===== src/rtl/alu_nibble_sequencer_if.sv =====
// Request/response bundle between a client and the nibble sequencer.
// The client drives the operation; the sequencer returns the assembled result and status.
interface alu_nibble_sequencer_if #(
    parameter int NIBBLES = 4
) ();
    logic                   start;
    logic [3:0]             op_s;
    logic                   op_m;
    logic                   cin_n;
    logic [4*NIBBLES-1:0]   a;
    logic [4*NIBBLES-1:0]   b;
    logic [4*NIBBLES-1:0]   result;
    logic                   cout_n;
    logic                   eql;
    logic                   busy;
    logic                   done;
    logic [1:0]             dbg_state;

    modport master (
        output start, op_s, op_m, cin_n, a, b,
        input  result, cout_n, eql, busy, done, dbg_state
    );

    modport slave (
        input  start, op_s, op_m, cin_n, a, b,
        output result, cout_n, eql, busy, done, dbg_state
    );
endinterface


===== src/rtl/alu_nibble_sequencer.sv =====
// Runs a WIDTH=4*NIBBLES-bit operation through one 4-bit 74181-style ALU slice,
// one nibble per cycle LSB first, with the active-low ripple carry held in a register.
module alu_nibble_sequencer #(
    parameter int NIBBLES = 4
) (
    input  logic                  clk,
    input  logic                  rst,
    alu_nibble_sequencer_if.slave bus,
    output logic [3:0]            alu_a,
    output logic [3:0]            alu_b,
    output logic [3:0]            alu_s,
    output logic                  alu_m,
    output logic                  alu_notc,
    input  logic [3:0]            alu_f,
    input  logic                  alu_cout,
    input  logic                  alu_eql
);
    localparam int W  = 4 * NIBBLES;
    localparam int IW = $clog2(NIBBLES);
    localparam logic [IW-1:0] LAST = IW'(NIBBLES - 1);

    // Handshake: start is a one-cycle request taken only in IDLE (busy=0, done=0);
    // requests at any other time are dropped, never queued. done pulses for one
    // cycle once result/cout_n/eql are valid; they then hold until the next accept.
    typedef enum logic [1:0] {
        IDLE = 2'd0,
        RUN  = 2'd1,
        DONE = 2'd2
    } state_t;

    state_t          state;
    logic [IW-1:0]   idx;
    logic [W-1:0]    a_lat;
    logic [W-1:0]    b_lat;
    logic [3:0]      s_lat;
    logic            m_lat;
    logic            carry_n;
    logic            eql_acc;
    logic [W-1:0]    result_r;
    logic            busy_r;
    logic            done_r;

    always_ff @(posedge clk) begin
        if (rst) begin
            state    <= IDLE;
            idx      <= '0;
            a_lat    <= '0;
            b_lat    <= '0;
            s_lat    <= '0;
            m_lat    <= 1'b0;
            carry_n  <= 1'b1;
            eql_acc  <= 1'b0;
            result_r <= '0;
            busy_r   <= 1'b0;
            done_r   <= 1'b0;
        end else begin
            case (state)
                IDLE: begin
                    if (bus.start) begin
                        a_lat   <= bus.a;
                        b_lat   <= bus.b;
                        s_lat   <= bus.op_s;
                        m_lat   <= bus.op_m;
                        carry_n <= bus.cin_n;
                        idx     <= '0;
                        eql_acc <= 1'b1;
                        busy_r  <= 1'b1;
                        state   <= RUN;
                    end
                end
                RUN: begin
                    result_r[{idx, 2'b00} +: 4] <= alu_f;
                    carry_n <= alu_cout;
                    eql_acc <= eql_acc & alu_eql;
                    if (idx == LAST) begin
                        busy_r <= 1'b0;
                        done_r <= 1'b1;
                        state  <= DONE;
                    end else begin
                        idx <= idx + 1'b1;
                    end
                end
                DONE: begin
                    done_r <= 1'b0;
                    state  <= IDLE;
                end
                default: begin
                    busy_r <= 1'b0;
                    done_r <= 1'b0;
                    state  <= IDLE;
                end
            endcase
        end
    end

    // idx is left at the top nibble after DONE, so the operand muxes keep
    // presenting the last nibble while idle; nothing here depends on alu_f.
    always_comb begin
        alu_a    = a_lat[{idx, 2'b00} +: 4];
        alu_b    = b_lat[{idx, 2'b00} +: 4];
        alu_s    = s_lat;
        alu_m    = m_lat;
        alu_notc = (state == RUN) ? carry_n : 1'b1;
    end

    assign bus.result    = result_r;
    assign bus.cout_n    = carry_n;
    assign bus.eql       = eql_acc;
    assign bus.busy      = busy_r;
    assign bus.done      = done_r;
    assign bus.dbg_state = state;
endmodule


===== src/flat_wrapper.sv =====
// flat-port wrapper written by rule: the top's interface ports become plain ports
module alu_nibble_sequencer_flat 
#(
    parameter int NIBBLES = 4
)
  (clk, rst, alu_a, alu_b, alu_s, alu_m, alu_notc, alu_f, alu_cout, alu_eql, bus_start, bus_op_s, bus_op_m, bus_cin_n, bus_a, bus_b, bus_result, bus_cout_n, bus_eql, bus_busy, bus_done, bus_dbg_state);
  alu_nibble_sequencer_if #(.NIBBLES(NIBBLES)) bus_i ();
  input  logic clk;
  input  logic rst;
  output logic [3:0] alu_a;
  output logic [3:0] alu_b;
  output logic [3:0] alu_s;
  output logic alu_m;
  output logic alu_notc;
  input  logic [3:0] alu_f;
  input  logic alu_cout;
  input  logic alu_eql;
  input wire logic [$bits(bus_i.start)-1:0] bus_start;
  input wire logic [$bits(bus_i.op_s)-1:0] bus_op_s;
  input wire logic [$bits(bus_i.op_m)-1:0] bus_op_m;
  input wire logic [$bits(bus_i.cin_n)-1:0] bus_cin_n;
  input wire logic [$bits(bus_i.a)-1:0] bus_a;
  input wire logic [$bits(bus_i.b)-1:0] bus_b;
  output wire logic [$bits(bus_i.result)-1:0] bus_result;
  output wire logic [$bits(bus_i.cout_n)-1:0] bus_cout_n;
  output wire logic [$bits(bus_i.eql)-1:0] bus_eql;
  output wire logic [$bits(bus_i.busy)-1:0] bus_busy;
  output wire logic [$bits(bus_i.done)-1:0] bus_done;
  output wire logic [$bits(bus_i.dbg_state)-1:0] bus_dbg_state;
  assign bus_i.start = bus_start;
  assign bus_i.op_s = bus_op_s;
  assign bus_i.op_m = bus_op_m;
  assign bus_i.cin_n = bus_cin_n;
  assign bus_i.a = bus_a;
  assign bus_i.b = bus_b;
  assign bus_result = bus_i.result;
  assign bus_cout_n = bus_i.cout_n;
  assign bus_eql = bus_i.eql;
  assign bus_busy = bus_i.busy;
  assign bus_done = bus_i.done;
  assign bus_dbg_state = bus_i.dbg_state;
  alu_nibble_sequencer #(.NIBBLES(NIBBLES)) u_core (.clk(clk), .rst(rst), .bus(bus_i), .alu_a(alu_a), .alu_b(alu_b), .alu_s(alu_s), .alu_m(alu_m), .alu_notc(alu_notc), .alu_f(alu_f), .alu_cout(alu_cout), .alu_eql(alu_eql));
endmodule

===== config.mk =====
export PLATFORM = sky130hd
export DESIGN_NAME = alu_nibble_sequencer_flat
export DESIGN_NICKNAME = d
export VERILOG_FILES = /design/src/rtl/alu_nibble_sequencer_if.sv /design/src/rtl/alu_nibble_sequencer.sv /design/src/flat_wrapper.sv
export SDC_FILE = /design/constraint.sdc
export NUM_CORES = 1
export LEC_CHECK = 0
export BUFFER_PORTS_ARGS = -buffer_cell sky130_fd_sc_hd__buf_2
export CAP_MARGIN = 40
export CORE_MARGIN = 8
export CORE_UTILIZATION = 35
export DETAILED_ROUTE_END_ITERATION = 7
export GPL_ROUTABILITY_DRIVEN = 0
export PLACE_DENSITY = 0.67
export RECOVER_POWER = 50
export REMOVE_ABC_BUFFERS = 1
export SYNTH_ARGS = -nofsm -noshare
export SYNTH_HDL_FRONTEND = slang
export SYNTH_SLANG_ARGS = --single-unit

===== constraint.sdc =====
create_clock -name clk -period 1.9 [get_ports clk]
set_clock_uncertainty 0.1 [all_clocks]
set_input_delay 0.38 -clock clk [delete_from_list [all_inputs] [get_ports clk]]
set_output_delay 0.38 -clock clk [all_outputs]
set_load 0.01 [all_outputs]

==> metrics.yaml <==
path_clk_slew_ns: 0.06
ys_seq_elements: 61
antenna_cells: 0
crit_type: "reg2out"
synthDistinctLibCells: 36
worstMarginPinSlew_ns: 0.547
hold_violations: 0
gr-usage-all-layers_pct: 12.2
p_per_area_nw_per_um2: 833
cp.required_ns: 1.42
die_w_um: 103
cts_tree: "built"
start_kind: "flop"
core-area_um2: 7290
antenna_found_initial: 0
routedWlPerCell_um: 14.5
wl_um: 6380
drv_slew: 0
post_drt_via_cell_ratio: 4.77
layout-drive-gt1-share_pct: 28.5
die-area_um2: 10600
netlist_area_um2: 2660
max_cap_violations: 0
final_net_count: 388
ctsLongestPathBuffers: 2
ant_nets: 0
arrival_ns: 1.50
violations: "negative setup slack"
grt_pass1_wl_um: 10100
ys_seq_area_share_pct: 46.0
synth_compound_area_share_pct: 5.98
r2r_cells: 4
grt_max_degree: 32
min_to: "u_core.bus.cout_n$_SDFFE_PP1P_"
min_path_cells: 3
period_share_pct: 104
synthAdderAreaFrac_pct: 2.82
r2r_start: "u_core.bus.dbg_state[1]$_SDFFE_PP0P_"
total_power_mw: 2.73
cts.sink_count: 61
synth_edf_count: 0
min-delay-start: "bus_cin_n"
ys_warn_count: 0
crit_fanout: 10
final_cell_mix: "dfxtp_1, buf_2, nor2_1, mux2i_1, clkbuf_1"
routed-via-count: 2095
final_core_util_pct: 44.9
rr_endpoint: "u_core.a_lat[2]$_SDFFE_PP0P_"
grt_overflow_total: 0
max-slew-margin-rel_pct: 63.5
worstSetupEndpointType: "primary output"
synthFlopType: "dfxtp_1"
min_period_ns: 1.98
insertion_delay_ns: 0.33
drt_iter0_markers: 41
synthXorXnorAreaFrac_pct: 0
htreeDepth: 3
cts_root_buf: "clkbuf_8"
hold-worst-slack_ns: 0.176
muxShareOfSynthArea_pct: 20.7
io_pins: 83
setup_viol_count_final: 7
synth_cells: 250
timing.fmax_mhz: 505
hold_buffers: 0
synthArstFlopShare_pct: 0
initial_core_util_pct: 36.4
synthSimpleGateAreaFrac_pct: 18.0
grt_pass1_vias: 2104
area_delta_synth_final_pct: 23.2
synth_top_family_by_area: "multiplexers"
io_buffers: 82
rsz0062_at_grt: "true"
die_h_um: 103
final_common_cell: "dfxtp_1"
synth_area_per_cell_um2: 10.6
dpl.hpwl_um: 4720
layout_setup_ws_ns: -0.0786
status: "finished, violations left"
ir_worst_vdd_v: 0.000328
reg2reg_slack_ns: 0.02
leakagePower_nw: 1.39
rows: 31
cts_buffers: 9
drt_pass1_iterations: 5
worst_hold_path_type: "in2reg"
drc: 0
flip-flops by register name, indices dropped and copies added, names as in the netlist:
name                  cells
u_core.a_lat             16
u_core.alu_m              1
u_core.alu_s              4
u_core.b_lat             16
u_core.bus.busy           1
u_core.bus.cout_n         1
u_core.bus.dbg_state      2
u_core.bus.done           1
u_core.bus.eql            1
u_core.bus.result        16
u_core.idx                2
critical path, cell delays in order, from the launching register on:
cell     delay, ns
dfxtp_2       0.35
buf_12        0.15
mux4_2        0.53
buf_6         0.14
where the power goes:
group	total, mW	switching (mW)	leakage [nW]	internal [mW]
clock	0.944	0.485	0.0894	0.459
combinational	0.399	0.201	0.799	0.197
sequential	1.38	0.0367	0.500	1.35
total	2.73	0.723	1.39	2.00
cell usage after synthesis (all sizes together) (2+ instances only):
master	number	area, µm²
dfxtp	61	1220
nand4	6	37.5
ha	6	75.1
nand2	12	45.0
a22o	2	17.5
nand3b	4	30.0
nor3b	2	20.0
nor2	44	168
a31oi	2	12.5
a32o	2	20.0
inv	4	15.0
buf	12	136
clkbuf	6	22.5
nand2b	5	31.3
and3b	3	27.5
nor4bb	2	20.0
mux2i	37	370
mux4	8	180
nand3	8	40.0
a21oi	15	75.1
stage by stage:
stage	std cells	worst slack (ns)	setup TNS (ns)	instance area [µm²]
floorplan	232	-1.39	-58.01	2500
global route	439	-0.139	-3.73	3270
finish	439	-0.0786	-0.442	3270
CTS	439	-0.109	-0.664	3320
global placement	422	0.200	0	3130
detailed placement	422	0.141	0	3130
what timing repair did:
item / in CTS / in global routing
endpoints found under the hold margin: 0 / 0
buffers inserted: 1 / 0
cloned: 0 / 0
gates resized for setup: 6 / 1
setup endpoints to repair: 8 / 8
pin swaps: 0 / 0
cell families after synthesis:
kind of cell,after synthesis
mux,45
fa+ha+maj,6
compound gates,25
buf+inv,22
flops,61
simple gates,91
routing by layer:
| metal | GRT usage [%] | wire, µm | vias to the layer above |
|---|---|---|---|
| li1 | - | - | 1051 |
| met1 | 14.5 | 2870 | 972 |
| met2 | 18.8 | 2840 | 64 |
| met3 | 4.79 | 593 | 8 |
| met4 | 5.67 | 77 | 0 |
| met5 | 0 | 0 | - |
how the worst max path moves through the flow:
stage	from	endpoint	slack, ns	depth (start not counted)
finish	u_core.idx[0]$_SDFFE_PP0P_	alu_a[0]	-0.08	3
global route	u_core.idx[0]$_SDFFE_PP0P_	alu_a[0]	-0.14	3
CTS	u_core.idx[0]$_SDFFE_PP0P_	alu_b[1]	-0.11	3
detailed placement	u_core.idx[0]$_SDFFE_PP0P_	u_core.bus.result[5]$_SDFFE_PP0P_	0.14	5
global placement	u_core.idx[0]$_SDFFE_PP0P_	u_core.bus.result[8]$_SDFFE_PP0P_	0.20	6
floorplan	u_core.bus.dbg_state[1]$_SDFFE_PP0P_	u_core.a_lat[0]$_SDFFE_PP0P_	-1.39	3
cell type report:
class                   instances  area, µm²
clock buffers                  10        128
clock inverters                 6       30.0
fillers                       762       4020
inverters                       4       15.0
multi-input cells             167       1260
flip-flops and latches         61       1220
well taps                      99        124
repair buffers                 92        495
Note: power is estimated with default switching activity, not from simulation.
